**config.mk**
```make
export PLATFORM = sky130hd
export DESIGN_NAME = dac_batch_source
export DESIGN_NICKNAME = d
export VERILOG_FILES = /design/src/rtl/dac_batch_pkg.sv /design/src/rtl/dac_batch_lane.sv /design/src/rtl/dac_batch_source.sv
export SDC_FILE = /design/constraint.sdc
export NUM_CORES = 2
export LEC_CHECK = 0
export BUFFER_PORTS_ARGS = -buffer_cell sky130_fd_sc_hd__buf_2
export CELL_PAD_IN_SITES_DETAIL_PLACEMENT = 1
export CELL_PAD_IN_SITES_GLOBAL_PLACEMENT = 2
export CORE_UTILIZATION = 37
export DETAILED_ROUTE_END_ITERATION = 6
export HOLD_SLACK_MARGIN = 0.02
export MAX_ROUTING_LAYER = met4
export PLACE_DENSITY_LB_ADDON = 0.1
export SLEW_MARGIN = 30
export SYNTH_ARGS = -nofsm -noshare
export SYNTH_HDL_FRONTEND = slang
export SYNTH_SLANG_ARGS = --single-unit
export TNS_END_PERCENT = 30
```
**constraint.sdc**
```tcl
create_clock -name m_axis_aclk -period 14.2 [get_ports m_axis_aclk]
set_clock_uncertainty 0.05 [all_clocks]
set_input_delay 3.55 -clock m_axis_aclk [delete_from_list [all_inputs] [get_ports m_axis_aclk]]
set_output_delay 3.55 -clock m_axis_aclk [all_outputs]
set_load 0.1 [all_outputs]
```
**src/rtl/dac_batch_pkg.sv**
```systemverilog
`default_nettype none
// ============================================================================
// dac_batch_pkg : shared constants and state encoding for the DAC ramp source
// Revision 1.0
// ============================================================================
package dac_batch_pkg;

   localparam int c_DATAW   = 256;
   localparam int c_SAMPLEW = 16;
   localparam int c_SAMPLES = c_DATAW / c_SAMPLEW;
   localparam int c_CNTW    = 32;

   typedef enum logic [1:0] {
      IDLE  = 2'd0,
      RUN   = 2'd1,
      DRAIN = 2'd2
   } state_t;

endpackage
`default_nettype wire

```
**src/rtl/dac_batch_lane.sv**
```systemverilog
`default_nettype none
// ============================================================================
// dac_batch_lane : one ramp sample lane, loaded with start + LANE_IDX*step and
//                  advanced by step << ADV_SHIFT on every accepted batch
// Revision 1.0
// ============================================================================
module dac_batch_lane #(
   parameter int SAMPLEW   = 16,
   parameter int LANE_IDX  = 0,
   parameter int ADV_SHIFT = 4
) (
   input  logic               clk,
   input  logic               rst,
   input  logic               load,
   input  logic               advance,
   input  logic [SAMPLEW-1:0] start_val,
   input  logic [SAMPLEW-1:0] load_step,
   input  logic [SAMPLEW-1:0] run_step,
   output logic [SAMPLEW-1:0] sample
);

   logic [SAMPLEW-1:0] w_offset;
   logic [SAMPLEW-1:0] w_adv_val;
   logic [SAMPLEW-1:0] r_sample;

   // LANE_IDX is a constant, so this reduces to a fixed shift-add tree
   always_comb begin
      w_offset = '0;
      for (int b = 0; b < 16; b++) begin
         if (((LANE_IDX >> b) & 1) != 0) begin
            w_offset = w_offset + (load_step << b);
         end
      end
   end

   assign w_adv_val = r_sample + (run_step << ADV_SHIFT);

   always_ff @(posedge clk or posedge rst) begin
      if (rst) begin
         r_sample <= '0;
      end else if (load) begin
         r_sample <= start_val + w_offset;
      end else if (advance) begin
         r_sample <= w_adv_val;
      end
   end

   assign sample = r_sample;

endmodule
`default_nettype wire

```
**src/rtl/dac_batch_source.sv**
```systemverilog
`default_nettype none
// ============================================================================
// dac_batch_source : AXI-Stream ramp generator producing 16x16-bit DAC batches
// Revision 1.0
// ============================================================================
module dac_batch_source
   import dac_batch_pkg::*;
#(
   parameter int DATAW   = c_DATAW,
   parameter int SAMPLEW = c_SAMPLEW,
   parameter int CNTW    = c_CNTW
) (
   input  logic               m_axis_aclk,
   input  logic               rst,
   input  logic               start,
   input  logic               halt,
   input  logic [SAMPLEW-1:0] cfg_start_val,
   input  logic [SAMPLEW-1:0] cfg_step,
   input  logic [CNTW-1:0]    cfg_num_batches,
   output logic               M_AXIS_tvalid,
   input  logic               M_AXIS_tready,
   output logic [DATAW-1:0]   M_AXIS_tdata,
   output logic               M_AXIS_tlast,
   output logic               busy,
   output logic               done,
   output logic [CNTW-1:0]    batch_count
);

   localparam int            SAMPLES     = DATAW / SAMPLEW;
   localparam int            c_ADV_SHIFT = $clog2(SAMPLES);
   localparam logic [CNTW-1:0] c_ONE     = CNTW'(1);
   localparam logic [CNTW-1:0] c_MAX     = '1;

   state_t             r_state;
   logic [SAMPLEW-1:0] r_step;
   logic [CNTW-1:0]    r_num;
   logic [CNTW-1:0]    r_count;
   logic               r_tvalid;
   logic               r_tlast;
   logic               r_busy;
   logic               r_done;

   logic               w_load;
   logic               w_xfer;
   logic               w_finite;
   logic               w_last;
   logic               w_next_last;
   logic [CNTW-1:0]    w_count_inc;

   assign w_load      = (r_state == IDLE) && start;
   assign w_xfer      = r_tvalid && M_AXIS_tready;
   assign w_count_inc = (r_count == c_MAX) ? r_count : r_count + c_ONE;
   assign w_finite    = (r_num != '0);
   assign w_last      = w_finite && (w_count_inc == r_num);
   // tlast for the batch that follows the one being accepted now
   assign w_next_last = w_finite && ((w_count_inc + c_ONE) == r_num);

   generate
      for (genvar i = 0; i < SAMPLES; i++) begin : g_lane
         dac_batch_lane #(
            .SAMPLEW  (SAMPLEW),
            .LANE_IDX (i),
            .ADV_SHIFT(c_ADV_SHIFT)
         ) u_lane (
            .clk      (m_axis_aclk),
            .rst      (rst),
            .load     (w_load),
            .advance  (w_xfer),
            .start_val(cfg_start_val),
            .load_step(cfg_step),
            .run_step (r_step),
            .sample   (M_AXIS_tdata[SAMPLEW*i +: SAMPLEW])
         );
      end
   endgenerate

   always_ff @(posedge m_axis_aclk or posedge rst) begin
      if (rst) begin
         r_state  <= IDLE;
         r_step   <= '0;
         r_num    <= '0;
         r_count  <= '0;
         r_tvalid <= 1'b0;
         r_tlast  <= 1'b0;
         r_busy   <= 1'b0;
         r_done   <= 1'b0;
      end else begin
         r_done <= 1'b0;
         case (r_state)
            IDLE: begin
               if (start) begin
                  r_step   <= cfg_step;
                  r_num    <= cfg_num_batches;
                  r_count  <= '0;
                  r_tvalid <= 1'b1;
                  r_tlast  <= (cfg_num_batches == c_ONE);
                  r_busy   <= 1'b1;
                  r_state  <= RUN;
               end
            end
            RUN: begin
               if (w_xfer) begin
                  r_count <= w_count_inc;
                  if (w_last || halt) begin
                     r_tvalid <= 1'b0;
                     r_tlast  <= 1'b0;
                     r_busy   <= 1'b0;
                     r_done   <= 1'b1;
                     r_state  <= IDLE;
                  end else begin
                     r_tlast <= w_next_last;
                  end
               end else if (halt) begin
                  // a stalled batch must still be delivered before stopping
                  r_state <= DRAIN;
               end
            end
            DRAIN: begin
               if (w_xfer) begin
                  r_count  <= w_count_inc;
                  r_tvalid <= 1'b0;
                  r_tlast  <= 1'b0;
                  r_busy   <= 1'b0;
                  r_done   <= 1'b1;
                  r_state  <= IDLE;
               end
            end
            default: r_state <= IDLE;
         endcase
      end
   end

   assign M_AXIS_tvalid = r_tvalid;
   assign M_AXIS_tlast  = r_tlast;
   assign busy          = r_busy;
   assign done          = r_done;
   assign batch_count   = r_count;

endmodule
`default_nettype wire

```
==> impl_metrics.py <==
metrics = {
    "sta": {
        "finalSetupTns_ns": 0,
        "holdWs_ns": 0.428,
        "rsz0062_at_grt": "no",
        "max_freq_mhz": 113,
        "period_needed_ns": 8.82,
        "hold_violations": 0,
        "worstMarginPinSlew_ns": 1.02,
        "finalCritPeriodShare_pct": 62.1,
        "report.final.slew_viol_count": 0,
        "setup_viol": 0,
        "relSlewSlack_pct": 31.8,
    },
    "synthesis": {
        "netlist_area_um2": 34900,
        "syn_nets": 4907,
        "synthArstFlopShare_pct": 100,
        "synth_cell_types": 84,
        "ys_warn_count": 0,
        "ys_ff_latch": 307,
        "syn_area_per_cell_um2": 8.12,
        "synth_enable_flop_cells": 0,
        "ys.flop_type": "dfrtp_1",
        "synthCells": 4295,
        "ys_seq_area_share_pct": 22.0,
    },
    "clocking": {
        "clkTransAtPathRegs_ns": 0.06,
        "cts_sinks": 307,
        "cts_max_level": 2,
        "cts_resized": 0,
        "cts.hold.buffers_added": 0,
        "postCtsSetupBuffers": 0,
        "cts_max_path_buffers": 3,
        "clockRootBuffer": "clkbuf_16",
        "cts_tree": "yes",
        "cts_inserted_buffers": 44,
        "clkLatencyLatePin_ns": 0.63,
    },
    "setup_path": {
        "cpPeakStageDelay_ns": 0.50,
        "path_class": "primary input to flip-flop",
        "path_max_fanout": 19,
        "cp.required_ns": 14.70,
        "cp_top_family": "compound AO/OA/AOI/OAI gates",
        "cp_common_cell": "a21oi_1",
        "cp_slowest_cell": "fa_1",
        "start_kind": "primary input",
        "cp-end-kind": "flip-flop",
        "critPathArrivalTime_ns": 9.32,
        "path_buf_inv": 2,
    },
    "final_layout": {
        "num-nets-final": 5173,
        "area_growth_pct": 12.6,
        "drive_above_1_share_pct": 11.4,
        "n_antenna_cell": 0,
        "n_fill_cell": 11400,
    },
    "global_routing": {
        "grt_use_total_pct": 30.0,
        "grt_first_pass_wirelength_mm": 211,
        "grt_start_max_net_pins": 198,
        "antenna_found_initial": 4,
        "grt_overflow": 0,
        "grt_pass1_vias": 34100,
    },
    "floorplan": {
        "dieArea_um2": 95500,
        "core_um2": 93300,
        "io_pins": 361,
        "die_y_um": 309,
        "start_util_pct": 37.4,
        "die_w_um": 309,
        "rows": 112,
    },
    "detailed_routing": {
        "drc": 0,
        "ant_nets": 0,
        "vias_per_cell": 5.62,
        "drt-total-wl_mm": 139,
        "route.vias.total": 32900,
        "dr.pass1.iters": 6,
        "drtIter0Drc": 1587,
        "wl_per_cell_um": 23.8,
    },
    "min_path": {
        "hp-class": "flip-flop to flip-flop",
    },
    "flow_run": {
        "maxCapViolCount": 0,
    },
    "placed_design": {
        "hpwl_mm": 107,
        "port-buffer-count": 360,
        "place_congestion": 0.901,
    },
    "run_status": {
        "status": "complete, no violations",
    },
}
==> layout by cell type (no fill, tap or decap), types with 17 or more instances in the layout <==
master / count
a211oi_1: 88
a21boi_0: 37
a21o_1: 67
a21oi_1: 331
a31oi_1: 32
and2_1: 17
and3_1: 58
buf_2: 360
buf_4: 37
clkbuf_16: 45
dfrtp_1: 307
fa_1: 120
ha_1: 423
inv_1: 392
mux2i_1: 41
nand2_1: 450
nand2b_1: 57
nand3_1: 65
nand4_1: 29
nor2_1: 277
nor2b_1: 61
nor3_1: 131
nor4_1: 32
o211ai_1: 31
o21a_1: 29
o21ai_0: 338
o21bai_1: 24
o31ai_1: 47
o41ai_1: 21
or3_1: 38
xnor2_1: 225
xor2_1: 117
==> flip-flops by register name, indices dropped and copies added (netlist names) <==
register and count:
M_AXIS_tlast 1, batch_count 32, busy 1, done 1
g_lane.u_lane.sample 226, r_num 32, r_state 2, r_step 12
==> cells in the mapped netlist, types with 33 or more instances <==
cell | instances | share of area, %
buf_4 | 33 | 0.71
fa_1 | 120 | 6.9
a21oi_1 | 331 | 4.7
nand2b_1 | 57 | 1.0
or3_1 | 38 | 0.68
nand3_1 | 65 | 0.93
xnor2_1 | 225 | 5.6
clkbuf_1 | 119 | 1.3
nor4_1 | 33 | 0.59
ha_1 | 423 | 15
xor2_1 | 118 | 3.0
and3_1 | 58 | 1.0
a211oi_1 | 88 | 1.9
a21boi_0 | 37 | 0.80
nor2_1 | 278 | 3.0
nor3_1 | 131 | 1.9
o31ai_1 | 47 | 1.0
dfrtp_1 | 307 | 22
a21o_1 | 67 | 1.4
o21ai_0 | 338 | 4.8
mux2i_1 | 41 | 1.2
nand2_1 | 452 | 4.9
inv_1 | 393 | 4.2
nor2b_1 | 61 | 1.1
==> through the flow <==
stage                     worst slack, ns  std cells  utilization [%]  instance area, um2
after CTS                            5.38       5848             42.1               39300
after detailed placement             4.69       5769             40.5               37800
after global placement               4.76       5769             40.5               37800
final                                5.38       5848             42.1               39300
after global routing                 4.98       5848             42.1               39300
after floorplan                      2.11       4295                -               34900
==> path summary, 6_finish.rpt <==
kind,start,to,slack (ns),cells past startpoint
worst min-delay path,g_lane[1].u_lane.sample[2],g_lane[1].u_lane.sample[2],0.43,2
max in group asynchronous,rst,g_lane[10].u_lane.sample[5],9.01,4
worst max-delay path,cfg_step[1],g_lane[15].u_lane.sample[15],5.38,25
worst min register to register,g_lane[1].u_lane.sample[2],g_lane[1].u_lane.sample[2],0.43,2
min in group asynchronous,rst,g_lane[6].u_lane.sample[3],2.95,2
worst max register to register,batch_count[26],M_AXIS_tlast,8.30,15
==> metal layers <==
layer / vias to the layer above / routed length [um] / share of wire, % / GRT usage (%)
met3: 119 / 5030 / 3.6 / 3.19
met5: - / 0 / 0 / -
met1: 16600 / 61500 / 44 / 37.2
li1: 15600 / - / - / -
met4: 0 / 2570 / 1.8 / 6.23
met2: 543 / 69900 / 50 / 52.3
==> worst register-to-register path: cells and delay by family (launching register included) <==
family	cells	cell delay, ns
flops	1	0.67
fa+ha+maj	1	0.32
compound gates	1	0.16
mux	1	0.30
simple gates	10	3.92
xor+xnor	2	0.42
==> layout make-up <==
type                       count  area [um2]  share of cell area [%]
sequential                   307        7680                    19.6
multi-input combinational   3415       25000                    63.6
clock inverter                11         113                   0.287
tap                         1254        1570                    4.00
clock buffer                  68        1330                    3.39
timing repair buffer         400        2130                    5.43
inverter                     393        1480                    3.78
==> cell families (layout without fill, tap and decap cells) <==
| kind of cell | after synthesis | count (layout) | share of synthesized area, % |
|---|---|---|---|
| and+or+nand+nor | 1299 | 1299 | 17.9 |
| AOI/OAI and AO/OA | 1175 | 1175 | 20.9 |
| buffers and inverters | 573 | 872 | 6.57 |
| adders and majority gates | 543 | 543 | 22.1 |
| xor gates and xnor gates | 352 | 352 | 9.19 |
| DFF | 307 | 307 | 22.0 |
| muxes | 46 | 46 | 1.34 |
Power is left out: the tool's default activity adds up to more than one toggle a clock period on the data nets, which glitch-free logic cannot reach.
